===== config.mk =====
export PLATFORM = sky130hd
export DESIGN_NAME = mem_access_ctrl
export DESIGN_NICKNAME = d
export VERILOG_FILES = /design/src/rtl/mem_ctrl_pkg.sv /design/src/rtl/mem_addr_gen.sv /design/src/rtl/mem_access_ctrl.sv
export SDC_FILE = /design/constraint.sdc
export NUM_CORES = 1
export LEC_CHECK = 0
export CELL_PAD_IN_SITES_DETAIL_PLACEMENT = 1
export CELL_PAD_IN_SITES_GLOBAL_PLACEMENT = 1
export CORE_MARGIN = 1.5
export CORE_UTILIZATION = 31
export DETAILED_ROUTE_END_ITERATION = 12
export HOLD_SLACK_MARGIN = 0.02
export MAX_ROUTING_LAYER = met4
export PLACE_DENSITY_LB_ADDON = 0.1
export SYNTH_ARGS = -nofsm -noshare
export SYNTH_HDL_FRONTEND = slang
export SYNTH_SLANG_ARGS = --single-unit

===== constraint.sdc =====
create_clock -name clk -period 3.8 [get_ports clk]
set_input_delay 0.38 -clock clk [delete_from_list [all_inputs] [get_ports clk]]
set_output_delay 0.38 -clock clk [all_outputs]
set_load 0.02 [all_outputs]

===== src/rtl/mem_ctrl_pkg.sv =====
// Shared types and constants for the LW/SW memory-access sequencer.
package mem_ctrl_pkg;
    localparam int DW   = 16;
    localparam int RW   = 4;
    localparam int OFFW = 4;

    localparam logic MODE_LW = 1'b0;
    localparam logic MODE_SW = 1'b1;

    typedef enum logic [1:0] {
        IDLE = 2'd0,
        ADDR = 2'd1,
        MEM  = 2'd2,
        FIN  = 2'd3
    } state_t;
endpackage


===== src/rtl/mem_addr_gen.sv =====
// Halfword-aligned byte address from a base register and a signed word offset.
module mem_addr_gen
    import mem_ctrl_pkg::*;
#(
    parameter int AW = mem_ctrl_pkg::DW
) (
    input  logic [AW-1:0]   base,
    input  logic [OFFW-1:0] offset,
    output logic [AW-1:0]   addr
);
    localparam logic [AW-1:0] ALIGN_MASK = {{(AW-1){1'b1}}, 1'b0};

    logic [AW-1:0] off_ext;

    assign off_ext = {{(AW-OFFW){offset[OFFW-1]}}, offset};
    // Sum wraps modulo 2^AW; no overflow indication is wanted.
    assign addr    = (base & ALIGN_MASK) + (off_ext << 1);
endmodule


===== src/rtl/mem_access_ctrl.sv =====
// Multi-cycle LW/SW sequencer: register read, address formation, req/ack memory
// handshake with timeout abort, and register-file writeback for loads.
//
//  state | meaning
//  IDLE  | waiting for start; op fields captured on start
//  ADDR  | base/target registers read, address and store data registered
//  MEM   | mem_req held until ack or timeout
//  FIN   | one-cycle done (and err on timeout); load writeback strobe
module mem_access_ctrl #(
    parameter int DW      = mem_ctrl_pkg::DW,
    parameter int RW      = mem_ctrl_pkg::RW,
    parameter int TIMEOUT = 64
) (
    input  logic          clk,
    input  logic          rst,
    input  logic          start,
    input  logic          mode,
    input  logic [RW-1:0] base_reg,
    input  logic [RW-1:0] target_reg,
    input  logic [3:0]    offset,
    output logic          busy,
    output logic          done,
    output logic          err,
    output logic [RW-1:0] rf_raddr1,
    output logic [RW-1:0] rf_raddr2,
    input  logic [DW-1:0] rf_rdata1,
    input  logic [DW-1:0] rf_rdata2,
    output logic          rf_we,
    output logic [RW-1:0] rf_waddr,
    output logic [DW-1:0] rf_wdata,
    output logic          mem_req,
    output logic          mem_we,
    output logic [DW-1:0] mem_addr,
    output logic [DW-1:0] mem_wdata,
    input  logic [DW-1:0] mem_rdata,
    input  logic          mem_ack
);
    import mem_ctrl_pkg::*;

    localparam int CW = (TIMEOUT < 2) ? 1 : $clog2(TIMEOUT + 1);
    localparam logic [CW-1:0] TC = CW'(TIMEOUT - 1);

    state_t        state, state_nxt;
    logic          mode_q;
    logic [RW-1:0] base_q, target_q;
    logic [3:0]    offset_q;
    logic [DW-1:0] addr_q, wdata_q, rdata_q;
    logic          err_q;
    logic [CW-1:0] cnt_q;
    logic [DW-1:0] addr_calc;
    logic          timeout_hit;

    mem_addr_gen #(.AW(DW)) u_addr_gen (
        .base   (rf_rdata1),
        .offset (offset_q),
        .addr   (addr_calc)
    );

    // Fires on the MEM cycle whose un-acked count would reach TIMEOUT.
    assign timeout_hit = (TIMEOUT != 0) && !mem_ack && (cnt_q == TC);

    always_ff @(posedge clk) begin
        if (rst) state <= IDLE;
        else     state <= state_nxt;
    end

    always_comb begin
        state_nxt = state;
        busy      = 1'b0;
        done      = 1'b0;
        err       = 1'b0;
        rf_we     = 1'b0;
        mem_req   = 1'b0;
        mem_we    = 1'b0;
        case (state)
            IDLE: if (start) state_nxt = ADDR;
            ADDR: begin
                busy      = 1'b1;
                state_nxt = MEM;
            end
            MEM: begin
                busy    = 1'b1;
                mem_req = 1'b1;
                mem_we  = mode_q;
                if (mem_ack || timeout_hit) state_nxt = FIN;
            end
            FIN: begin
                busy      = 1'b1;
                done      = 1'b1;
                err       = err_q;
                rf_we     = (mode_q == MODE_LW) && !err_q && (target_q != '0);
                state_nxt = IDLE;
            end
            default: state_nxt = IDLE;
        endcase
    end

    always_ff @(posedge clk) begin
        if (rst) begin
            mode_q   <= 1'b0;
            base_q   <= '0;
            target_q <= '0;
            offset_q <= '0;
            addr_q   <= '0;
            wdata_q  <= '0;
            rdata_q  <= '0;
            err_q    <= 1'b0;
            cnt_q    <= '0;
        end else begin
            case (state)
                IDLE: if (start) begin
                    mode_q   <= mode;
                    base_q   <= base_reg;
                    target_q <= target_reg;
                    offset_q <= offset;
                end
                ADDR: begin
                    addr_q  <= addr_calc;
                    wdata_q <= rf_rdata2;
                    cnt_q   <= '0;
                    err_q   <= 1'b0;
                end
                MEM: begin
                    if (mem_ack) begin
                        if (mode_q == MODE_LW) rdata_q <= mem_rdata;
                    end else begin
                        cnt_q <= cnt_q + CW'(1);
                        if (timeout_hit) err_q <= 1'b1;
                    end
                end
                default: ;
            endcase
        end
    end

    assign rf_raddr1 = base_q;
    assign rf_raddr2 = target_q;
    assign rf_waddr  = target_q;
    assign rf_wdata  = rdata_q;
    assign mem_addr  = addr_q;
    assign mem_wdata = wdata_q;
endmodule


==> results.toml <==
[status]
status = "complete, no violations"

[grt]
grt_first_pass_wirelength_mm = 14.8
grt_use_total_pct = 17.1
grt_pass1_vias = 3038
globalRoute.totalOverflow = 0
antenna_found_initial = 0
grt_max_degree = 35

[final_layout]
multi_input_area_sq_mm = 0.00175
nFillCells = 1225
layout-drive-gt1-share_pct = 5.66
syn_to_final_growth_pct = 46.9
final_cells = 648
seq_area_sq_mm = 0.00140
fin_nets = 594
insertedDiodeCount = 0

[setup_path]
endpoint_kind = "register"
crit_path_max_fanout = 4
critPathMaxStageDelay_ns = 0.44
cp_num_buf_inv = 1
timing.rr.start = "offset_q[3]$_SDFFE_PP0P_"
reg2reg_slack_ns = 1.45
arrival_ns = 2.59
r2r_end = "mem_addr[12]$_SDFFE_PP0P_"
ff2ff_path_depth = 8
required_ns = 4.03
crit_type = "input pin to register"
cp-start-kind = "input pin"
crit_slowest_cell = "fa_1"
crit_family = "compound AO/OA/AOI/OAI gates"
worstPathCellList = "clkdlybuf4s50_1 -> ha_1 -> fa_1 -> a211oi_2 -> o21bai_1 -> a21o_2 -> a31oi_1 -> xor2_1 -> o21ai_0"

[synthesis]
synth_top_family_by_area = "simple AND/OR/NAND/NOR gates"
ys_seq_area_share_pct = 42.6
synth-simple-area-share_pct = 18.7
synth_xor_area_share_pct = 3.99
synth_top_area_cell = "dfxtp_1"
synth_top_area_share_pct = 42.6
synthesis.nets = 474
synth_enable_flop_cells = 0
yosys_register_bits = 70
synth_cell_types = 43
synth_adder_area_share_pct = 8.21
async_reset_ff_share_pct = 0
ys.flop_type = "dfxtp_1"
yosysMostFrequentCell = "nand2_1"
yosys_warnings = 0
yosys-top-cells-area = "dfxtp_1, nand2_1, ha_1"
synthCells = 388
avgSynthCellArea_sq_um = 8.48
synthMuxAreaShare_pct = 6.99
synth_common_cells = "nand2_1, dfxtp_1, a21oi_1"
synth_compound_area_share_pct = 15.1
syn_area_sq_mm = 0.00329

[power_and_ir_drop]
power_density_mw_per_mm2 = 593
finalPower_mw = 2.87
ir_worst_vdd_mv = 0.266
leakage_nw = 1.84

[sta]
hold_violations = 0
max_freq_ghz = 0.424
rsz0062_at_grt = "false"
hold_slack_ns = 0.456
finalMaxSlewViolations = 0
setup_ws_ns = 1.44
tns_ns = 0
setup_viol = 0
timing.final.crit_period_ns = 2.36
relSlewSlack_pct = 60.4
fin_skew_ns = 0.00740
period_share_pct = 62.1
worst_pin_slew_ns = 0.594

[floorplanning]
row_count = 37
fp.dieW_um = 106
die_h_um = 106
initial_utilization_pct = 31.9
core_sq_mm = 0.0103
die-area_sq_mm = 0.0112
pin_count = 131

[clock_tree]
numCtsBuffers = 9
htree_levels = 3
clk_path_buf_depth = 2
path_clk_slew_ns = 0.08
postCtsHoldBufs = 0
clkLatencyLatePin_ns = 0.34
clock-sinks = 70
root_buffer = "clkbuf_8"
cts_tree = "done"
cts_setup_buffers = 0
cts-resized-gates = 0

[run]
drv_cap = 0

[drt]
drc = 0
firstDrtPassIters = 4
drt-total-wl_mm = 9.27
avgViaCountPerCell = 4.70
via_count = 3043
avgRoutedWirePerCell_um = 14.3
ant_nets = 0
drt_iter0_markers = 56

[worst_hold_path]
hp-class = "register to register"
min_to = "rf_wdata[2]$_SDFFE_PP0P_"
holdCritStartpoint = "rf_wdata[2]$_SDFFE_PP0P_"
min_delay_path_depth = 2

[placement]
dpl.hpwl_mm = 7.03
pre_cts_ws_ns = 1.07
placed_cells = 633
place.gp.congestion = 0.801
place.port_buffers = 128
[area by class of cell]
| cell class | count | share of cell area (%) |
|---|---|---|
| clock buffers | 9 | 2.56 |
| repair buffers | 131 | 26.9 |
| inverters | 7 | 0.543 |
| clock inverters | 6 | 1.32 |
| well taps | 136 | 3.52 |
| flip-flops and latches | 70 | 29.0 |
| multi-input cells | 289 | 36.2 |
[registers in the layout, summed over array words and instances, names as in the netlist]
signal and count:
mem_addr 15, mode_q 1, rf_raddr2 4, offset_q 4
rf_raddr1 4, cnt_q 7, err_q 1, mem_wdata 16
rf_wdata 16, state 2
[kinds of logic after synthesis]
logic type / after synthesis
flops: 70
compound gates: 83
mux: 23
xor+xnor: 15
buf+inv: 29
other cells: 1
fa+ha+maj: 21
simple gates: 146
[metrics by stage]
stage               cell area, sq um  util (%)
finish                          4830      46.8
global route                    4830      46.8
CTS                             4830      46.8
detailed placement              4650      45.0
global placement                4650      45.0
floorplan                       3290         -
[layout by cell type, fill, tap and decap left out, types with 2 or more instances in the layout]
cell and count:
dfxtp_1 70, nor4_1 2, mux2i_1 23, and2_1 3, clkdlybuf4s50_1 127, o21ai_0 13, nand3_1 4, a21oi_2 2
nor3_1 6, a211oi_1 3, a21oi_1 45, nand2b_1 4, buf_4 3, nor2b_1 2, nand2_1 74, o21ai_1 3
o21bai_1 3, nor2_1 44, and3_1 2, ha_1 19, clkbuf_8 9, a21o_1 5, clkinvlp_4 2, xor2_1 5
clkinv_2 2, inv_1 7, xnor2_1 10
[routing by layer]
metal | routed length (um) | GRT usage, % | up-vias
met1 | 4200 | 20.7 | 1412
met3 | 438 | 5.21 | 10
met2 | 4510 | 27.8 | 79
li1 | - | - | 1542
met4 | 117 | 4.34 | 0
met5 | 0 | - | -
[where the power goes]
group,switching (mW),internal (mW)
combinational,0.714,0.597
sequential,0.0942,0.879
clock,0.285,0.298
[worst min-delay path: stages (launching register included)]
cell     delay, ns
dfxtp_1       0.31
nand2_1       0.05
a21oi_1       0.05
[worst max path at each step]
stage,depth (start not counted),slack [ns],endpoint,start
after floorplan,8,1.71,mem_addr[9]$_SDFFE_PP0P_,rf_rdata1[1]
after global placement,9,1.10,mem_addr[9]$_SDFFE_PP0P_,rf_rdata1[1]
after detailed placement,9,1.07,mem_addr[9]$_SDFFE_PP0P_,rf_rdata1[1]
after CTS,4,1.40,mem_we,state[0]$_SDFFE_PP0P_
after global routing,8,1.25,mem_addr[12]$_SDFFE_PP0P_,offset_q[3]$_SDFFE_PP0P_
final,9,1.44,mem_addr[9]$_SDFFE_PP0P_,rf_rdata1[1]
(Power assumes the default switching activity.)
